File: config.mk
export PLATFORM = sky130hd
export DESIGN_NAME = alu_writeback_stage
export DESIGN_NICKNAME = d
export VERILOG_FILES = /design/src/rtl/alu_pkg.sv /design/src/rtl/wb_sync_fifo.sv /design/src/rtl/alu_writeback_stage.sv
export SDC_FILE = /design/constraint.sdc
export NUM_CORES = 1
export LEC_CHECK = 0
export ABC_AREA = 1
export CAP_MARGIN = 5
export CELL_PAD_IN_SITES_DETAIL_PLACEMENT = 2
export CELL_PAD_IN_SITES_GLOBAL_PLACEMENT = 2
export CORE_MARGIN = 3
export CORE_UTILIZATION = 39
export DETAILED_ROUTE_END_ITERATION = 12
export PLACE_DENSITY = 0.92
export SYNTH_ARGS = -nofsm -noshare
export SYNTH_HDL_FRONTEND = slang
export SYNTH_SLANG_ARGS = --single-unit
export TNS_END_PERCENT = 10
File: constraint.sdc
create_clock -name clk -period 6.5 [get_ports clk]
set_input_delay 1.3 -clock clk [delete_from_list [all_inputs] [get_ports clk]]
set_output_delay 1.3 -clock clk [all_outputs]
set_load 0.1 [all_outputs]
File: src/rtl/alu_pkg.sv
// Opcode map and status-flag bit positions shared by the ALU, decode and writeback stage.
package alu_pkg;

  localparam logic [5:0] OP_ADD = 6'h09;
  localparam logic [5:0] OP_SUB = 6'h0A;
  localparam logic [5:0] OP_AND = 6'h0B;
  localparam logic [5:0] OP_OR  = 6'h0C;
  localparam logic [5:0] OP_XOR = 6'h0D;
  localparam logic [5:0] OP_NOT = 6'h0E;
  localparam logic [5:0] OP_MOV = 6'h0F;
  localparam logic [5:0] OP_SHL = 6'h10;
  localparam logic [5:0] OP_SHR = 6'h11;
  localparam logic [5:0] OP_ROL = 6'h12;
  localparam logic [5:0] OP_ROR = 6'h13;
  localparam logic [5:0] OP_ADC = 6'h14;
  localparam logic [5:0] OP_SBB = 6'h15;
  localparam logic [5:0] OP_INC = 6'h16;
  localparam logic [5:0] OP_CMP = 6'h17;
  localparam logic [5:0] OP_DEC = 6'h18;
  localparam logic [5:0] OP_MIN = 6'h19;
  localparam logic [5:0] OP_MAX = 6'h1A;

  localparam logic [5:0] OP_LEGAL_LO = OP_ADD;
  localparam logic [5:0] OP_LEGAL_HI = OP_MAX;

  localparam int FLAG_ZF = 0;
  localparam int FLAG_CF = 1;
  localparam int FLAG_NF = 2;
  localparam int FLAG_OF = 3;

  function automatic logic op_is_legal(input logic [5:0] op);
    return (op >= OP_LEGAL_LO) && (op <= OP_LEGAL_HI);
  endfunction

endpackage

File: src/rtl/wb_sync_fifo.sv
// In-order sync FIFO of pending register writes; data visible at head one cycle after push.
// Push is the caller's responsibility to gate on !full; pop on empty is ignored.
module wb_sync_fifo #(
  parameter int DEPTH = 4,
  parameter int W     = 19
) (
  input  logic                         clk,
  input  logic                         rst,
  input  logic                         push,
  input  logic [W-1:0]                 push_data,
  input  logic                         pop,
  output logic [W-1:0]                 pop_data,
  output logic [$clog2(DEPTH+1)-1:0]   count,
  output logic                         full,
  output logic                         empty
);

  localparam int AW = $clog2(DEPTH);
  localparam int CW = $clog2(DEPTH+1);

  logic [W-1:0]  mem [DEPTH];
  logic [AW-1:0] wptr;
  logic [AW-1:0] rptr;
  logic          do_push;
  logic          do_pop;

  assign full     = (count == CW'(DEPTH));
  assign empty    = (count == '0);
  assign do_push  = push && !full;
  assign do_pop   = pop && !empty;
  assign pop_data = mem[rptr];

  always_ff @(posedge clk) begin
    if (do_push) mem[wptr] <= push_data;
  end

  // Pointers wrap naturally because DEPTH is a power of two.
  always_ff @(posedge clk) begin
    if (rst) begin
      wptr  <= '0;
      rptr  <= '0;
      count <= '0;
    end else begin
      if (do_push) wptr <= wptr + AW'(1);
      if (do_pop)  rptr <= rptr + AW'(1);
      if (do_push && !do_pop)      count <= count + CW'(1);
      else if (do_pop && !do_push) count <= count - CW'(1);
    end
  end

endmodule

File: src/rtl/alu_writeback_stage.sv
// ALU writeback: latches flags, queues regfile writes, tracks per-register pending writes.
// Accept->wr_en 1 cycle; in_ready drops when the write FIFO is full, wr_ack stalls the drain.
module alu_writeback_stage
  import alu_pkg::*;
#(
  parameter int DEPTH    = 4,
  parameter int NUM_REGS = 8,
  parameter int REG_AW   = 3
) (
  input  logic                         clk,
  input  logic                         rst,
  input  logic                         in_valid,
  output logic                         in_ready,
  input  logic [5:0]                   in_opcode,
  input  logic [REG_AW-1:0]            in_dst,
  input  logic [16:0]                  in_result,
  input  logic [3:0]                   in_flags,
  output logic                         wr_en,
  output logic [REG_AW-1:0]            wr_addr,
  output logic [15:0]                  wr_data,
  input  logic                         wr_ack,
  output logic [3:0]                   flags_q,
  output logic [NUM_REGS-1:0]          busy_mask,
  output logic [$clog2(DEPTH+1)-1:0]   fifo_count,
  output logic                         err_illegal
);

  localparam int CW = $clog2(DEPTH+1);

  logic              accept;
  logic              legal;
  logic              does_write;
  logic              does_flags;
  logic              push;
  logic              pop;
  logic              full;
  logic              empty;
  logic              unused_carry;
  logic [CW-1:0]     busy_cnt [NUM_REGS];

  // Carry-out reaches software only through CF, never through the data path.
  assign unused_carry = in_result[16];

  assign legal      = op_is_legal(in_opcode);
  assign does_write = legal && (in_opcode != OP_CMP);
  assign does_flags = legal && (in_opcode != OP_MOV);
  assign in_ready   = !full;
  assign accept     = in_valid && in_ready;
  assign push       = accept && does_write;
  assign wr_en      = !empty;
  assign pop        = wr_en && wr_ack;

  wb_sync_fifo #(
    .DEPTH (DEPTH),
    .W     (REG_AW + 16)
  ) u_fifo (
    .clk       (clk),
    .rst       (rst),
    .push      (push),
    .push_data ({in_dst, in_result[15:0]}),
    .pop       (pop),
    .pop_data  ({wr_addr, wr_data}),
    .count     (fifo_count),
    .full      (full),
    .empty     (empty)
  );

  always_ff @(posedge clk) begin
    if (rst) begin
      flags_q     <= '0;
      err_illegal <= 1'b0;
    end else begin
      err_illegal <= accept && !legal;
      if (accept && does_flags) flags_q <= in_flags;
    end
  end

  // Push and pop hitting the same register cancel out.
  always_ff @(posedge clk) begin
    for (int r = 0; r < NUM_REGS; r++) begin
      if (rst) begin
        busy_cnt[r] <= '0;
      end else begin
        if ((push && in_dst == REG_AW'(r)) && !(pop && wr_addr == REG_AW'(r)))
          busy_cnt[r] <= busy_cnt[r] + CW'(1);
        else if (!(push && in_dst == REG_AW'(r)) && (pop && wr_addr == REG_AW'(r)))
          busy_cnt[r] <= busy_cnt[r] - CW'(1);
      end
    end
  end

  always_comb begin
    busy_mask = '0;
    for (int r = 0; r < NUM_REGS; r++) busy_mask[r] = (busy_cnt[r] != '0);
  end

endmodule
Word level (Yosys, flattened, before mapping). Memories as Yosys holds them, arrays and structs flattened. A register that Yosys moved wholly into a read port is not among the register bits. Index checks and enable logic that the tools add are counted. Widths: inputs -> output; s select.

Flip-flop bits (word level): 12. Memory bits (writable): 100. Memories: 2. Word-level logic and storage cells: 219. Input port bits: 34.

Memory list: u_fifo.mem (depth 4, width 19, rd ports 1, clocked after Yosys merged registers in 1, wr ports 1, line wb_sync_fifo.sv:21) `logic [W-1:0] mem [DEPTH];`; busy_cnt (depth 8, width 3, rd ports 8, clocked after Yosys merged registers in 0, wr ports 8, line alu_writeback_stage.sv:39) `logic [CW-1:0] busy_cnt [NUM_REGS];`.

Reduce and logical (&&, ||, !) cells: 77. Bitwise logic cells: 16. Add/sub/neg operators: 20. Equality and inequality tests: 17. Magnitude comparators: 2. Multiplexer cells: 80.

Operators by type and width (count): $mux 1 (60); $mux 3 (18); $logic_and 1x1->1 (44); $add 3x1->3 const B (9); $eq 3x3->1 const B (9); $sub 3x1->3 const B (9); $reduce_bool 3->1 (8); $logic_not 1->1 (21); $or 1x1->1 (16); $eq 3x2->1 const B (4); $logic_not 3->1 (3); $eq 3x1->1 const B (2); $ge 6x4->1 const B (1); $le 6x5->1 const B (1); $ne 6x4->1 const B (1); $ne 6x5->1 const B (1); $add 2x1->2 const B (2); $mux 2 (2); $reduce_bool 2->1 (1).

Logic depth before layout (Yosys ltp).
Depth in word-level cells: 12. Depth in mapped cells: 15. Depth with buffers taken out: 14.

Hierarchy. From an unflattened synthesis, not the netlist that was laid out.

Cells, all modules: 556. Area, all modules: 5666.7 µm².

Modules (own cells, without submodules): wb_sync_fifo (instances 1, sequential area each 2462.4 µm², area an instance 3348.2 µm², cells each 254); alu_writeback_stage (instances 1, sequential area each 820.8 µm², area an instance 2318.5 µm², cells each 302).

Least setup slack after synthesis. Ideal clock, no wire load.

Path kind: register to register. Start point: reg u_fifo.count[0]. End point: mem busy_cnt[1][2] (netlist name), data pin. Slack: 2.796 ns. Data required time: 6.251 ns. Clock period less this slack: 3.704 ns. Library setup time: 0.249 ns. Data arrival time: 3.455 ns. Cell stages (with the launch flop): 15. Cell sequence: dfxtp_1 -> nor2_1 -> nand2_1 -> nand2_1 -> inv_2 -> nand3_2 -> nor2_2 -> nand3_2 -> fa_1 -> xnor2_1 -> inv_1 -> nand4_1 -> nand2_1 -> nand2_1 -> inv_1.

RTL lines: from (decl) (line wb_sync_fifo.sv:13) `output logic [$clog2(DEPTH+1)-1:0] count,`; from (signal assigned) (line wb_sync_fifo.sv:46) `if (do_push && !do_pop) count <= count + CW'(1);`; from (signal assigned) (line wb_sync_fifo.sv:47) `else if (do_pop && !do_push) count <= count - CW'(1);`; to (decl) (line alu_writeback_stage.sv:39).

==> results.cfg <==
[setup_path]
critPathLaunchType = register
crit_path_cell_trace = inv_2 -> nand3_1 -> nand2_1 -> inv_1 -> clkdlybuf4s50_1
worstSetupPathType = reg -> out
worst_path_max_delay_cell = clkdlybuf4s50_1
crit_fanout = 20
slowest_delay_ns = 1.17
critPathCaptureType = output pin
crit_arrival_ns = 3.37
required_ns = 5.20

[die]
start_util_pct = 40.7
chipWidth_um = 125
die_y_um = 125
coreArea_sq_mm = 0.0136
pin_count = 71
num_rows = 42
dieArea_sq_mm = 0.0156

[clock_tree]
clockRootBuffer = clkbuf_16
cts_setup_buffers = 0
insertion_delay_ns = 0.42
cts_tree = built
htreeDepth = 4
clk_path_buf_depth = 2
cts_hold_buf = 0
cts_resized = 0
clkTransAtPathRegs_ns = 0.05
cts_made_buffers = 17
clkSinkCount = 114

[hold_path]
hp-class = reg -> reg

[yosys]
avgSynthCellArea_sq_um = 10.5
synth_edf_count = 100
ys_seq_elements = 114
synth-compound-area-share_pct = 7.95
synthFlopType = edfxtp_1
synth_commonest_cells = edfxtp_1, nand2_1, nor2_1
synth_xor_area_share_pct = 2.54
synth_top_area_share_pct = 54.4
synth.top_cells.by_area = edfxtp_1, ha_1, dfxtp_1, nand2_1, nor2_1
synth_fp_nets = 588
async_flop_share_pct = 0
yosys.area.top_type = edfxtp_1
synth_top_family_by_area = simple AND/OR/NAND/NOR gates
syn-cell-area_sq_mm = 0.00552
netlist_instances = 526
synthAdderAreaFrac_pct = 6.62
yosysMostFrequentCell = edfxtp_1
synthMuxAreaShare_pct = 0
yosys_warnings = 0
yosys.area_share.simple_pct = 17.8
ys_types = 27
yosysSeqAreaShare_pct = 59.4

[global_routing]
grt_usage_pct = 25.4
grt_max_degree = 55
grt_antenna_before_repair = 0
grt_overflow = 0
grt_pass1_wl_um = 30400
grt_pass1_vias = 5023

[finish]
fill_cells = 1344
fin_nets = 662
multi_input_area_sq_mm = 0.00194
final_cells = 788
fin_util_pct = 51.6
diodes = 0
final_cell_area_sq_mm = 0.00700
area_delta_synth_final_pct = 26.8
regArea_sq_mm = 0.00328
final_layout_size_suffix_gt1_share_pct = 11.3

[placement]
placed_area_sq_mm = 0.00637
io_buffers = 69
gp_congestion = 0.779
dp_worst_setup_slack_ns = 2.07
dp_hpwl_um = 11900
placed_cells = 755

[power]
peakVddDrop_uv = 378
power_density_mw_per_mm2 = 435
cellLeakagePower_nw = 2.76
power.total_mw = 3.05

[timing]
slew_violations = 0
period_share_pct = 71.8
setup_tns_ns = 0
tightest_slew_ns = 1.28
rsz0062_at_grt = no
hold_viol_final = 0
fmax_ghz = 0.214
fin_worst_skew_ns = 0.0117
slew_headroom_pct = 14.9
setup_slack_ns = 1.83
timing.final.crit_period_ns = 4.67
worst_hold_slack_ns = 0.497
setup_viol = 0

[routing]
wl_per_cell_um = 24.7
drc = 0
wirelength_um = 19400
via_per_inst = 5.56
drt_iter0_markers = 384
vias = 4380
dr.pass1.iters = 4
ant_nets = 0

[run]
drv_cap = 0

[status]
status = finished, final reports clean
==> routing by layer <==
layer	global-route usage (%)	routed length (um)
met1	28.6	7570
met2	45.8	10400
met3	3.75	542
met4	14.7	923
met5	0	0
==> worst paths after layout <==
| check | startpoint | endpoint | slack [ns] | cells after the start |
|---|---|---|---|---|
| worst max-delay path | register | wr_addr[1] | 1.83 | 5 |
| worst min-delay path | flags_q[2] | flags_q[2] | 0.50 | 2 |
| worst max register to register | register | busy_cnt[1][2] | 2.82 | 15 |
| worst min register to register | flags_q[2] | flags_q[2] | 0.50 | 2 |
==> report_power, final <==
group	switching (mW)	leakage [nW]	internal (mW)
sequential	0.0453	1.05	0.852
combinational	0.924	1.42	0.251
clock	0.341	0.289	0.635
total	1.31	2.76	1.74
==> placed cells by master (no fill, tap or decap) <==
cell type | netlist | final
edfxtp_1 | 100 | 100
clkdlybuf4s50_1 | 0 | 69
nand2_1 | 66 | 66
inv_1 | 57 | 57
nor2_1 | 58 | 54
o21ai_0 | 43 | 43
nand3_1 | 30 | 30
ha_1 | 26 | 26
nor2_2 | 16 | 20
nand4_1 | 20 | 20
clkbuf_16 | 0 | 17
o22ai_1 | 16 | 16
a21oi_1 | 16 | 16
xor2_1 | 14 | 14
dfxtp_1 | 14 | 14
nand3_2 | 8 | 8
o21ai_1 | 7 | 7
nand2_2 | 5 | 5
inv_2 | 5 | 5
bufinv_16 | 0 | 4
clkbuf_1 | 12 | 3
xnor2_1 | 2 | 2
fa_1 | 2 | 2
clkinv_2 | 0 | 2
clkinv_4 | 0 | 2
clkinv_1 | 0 | 2
buf_8 | 0 | 2
a21oi_2 | 1 | 1
nor2_8 | 1 | 1
nor4_1 | 1 | 1
nor3_1 | 1 | 1
clkinvlp_4 | 0 | 1
buf_4 | 1 | 1
==> worst max-delay path: cells and delay by family (launching register included) <==
kind,cells,cell delay (ns)
buf+inv,3,1.70
flops,1,0.85
simple gates,2,0.39
==> flip-flops by register name, indices dropped and copies added (netlist names), named ones only <==
register      flops
busy_cnt         24
err_illegal       1
flags_q           4
u_fifo.count      3
u_fifo.mem       76
u_fifo.rptr       2
u_fifo.wptr       2
==> logic make-up after synthesis <==
kind of cell,Yosys count
AOI/OAI and AO/OA,83
xor gates and xnor gates,16
adders and majority gates,28
buffers and inverters,79
DFF,114
and+or+nand+nor,206
==> area by class of cell <==
type / count / area share [%]
clock buffer: 20 / 6.24
inverter: 62 / 3.32
tap: 176 / 3.15
sequential: 114 / 46.9
timing repair buffer: 72 / 10.4
clock inverter: 11 / 2.32
multi-input combinational: 333 / 27.7
(Power assumes the default switching activity.)
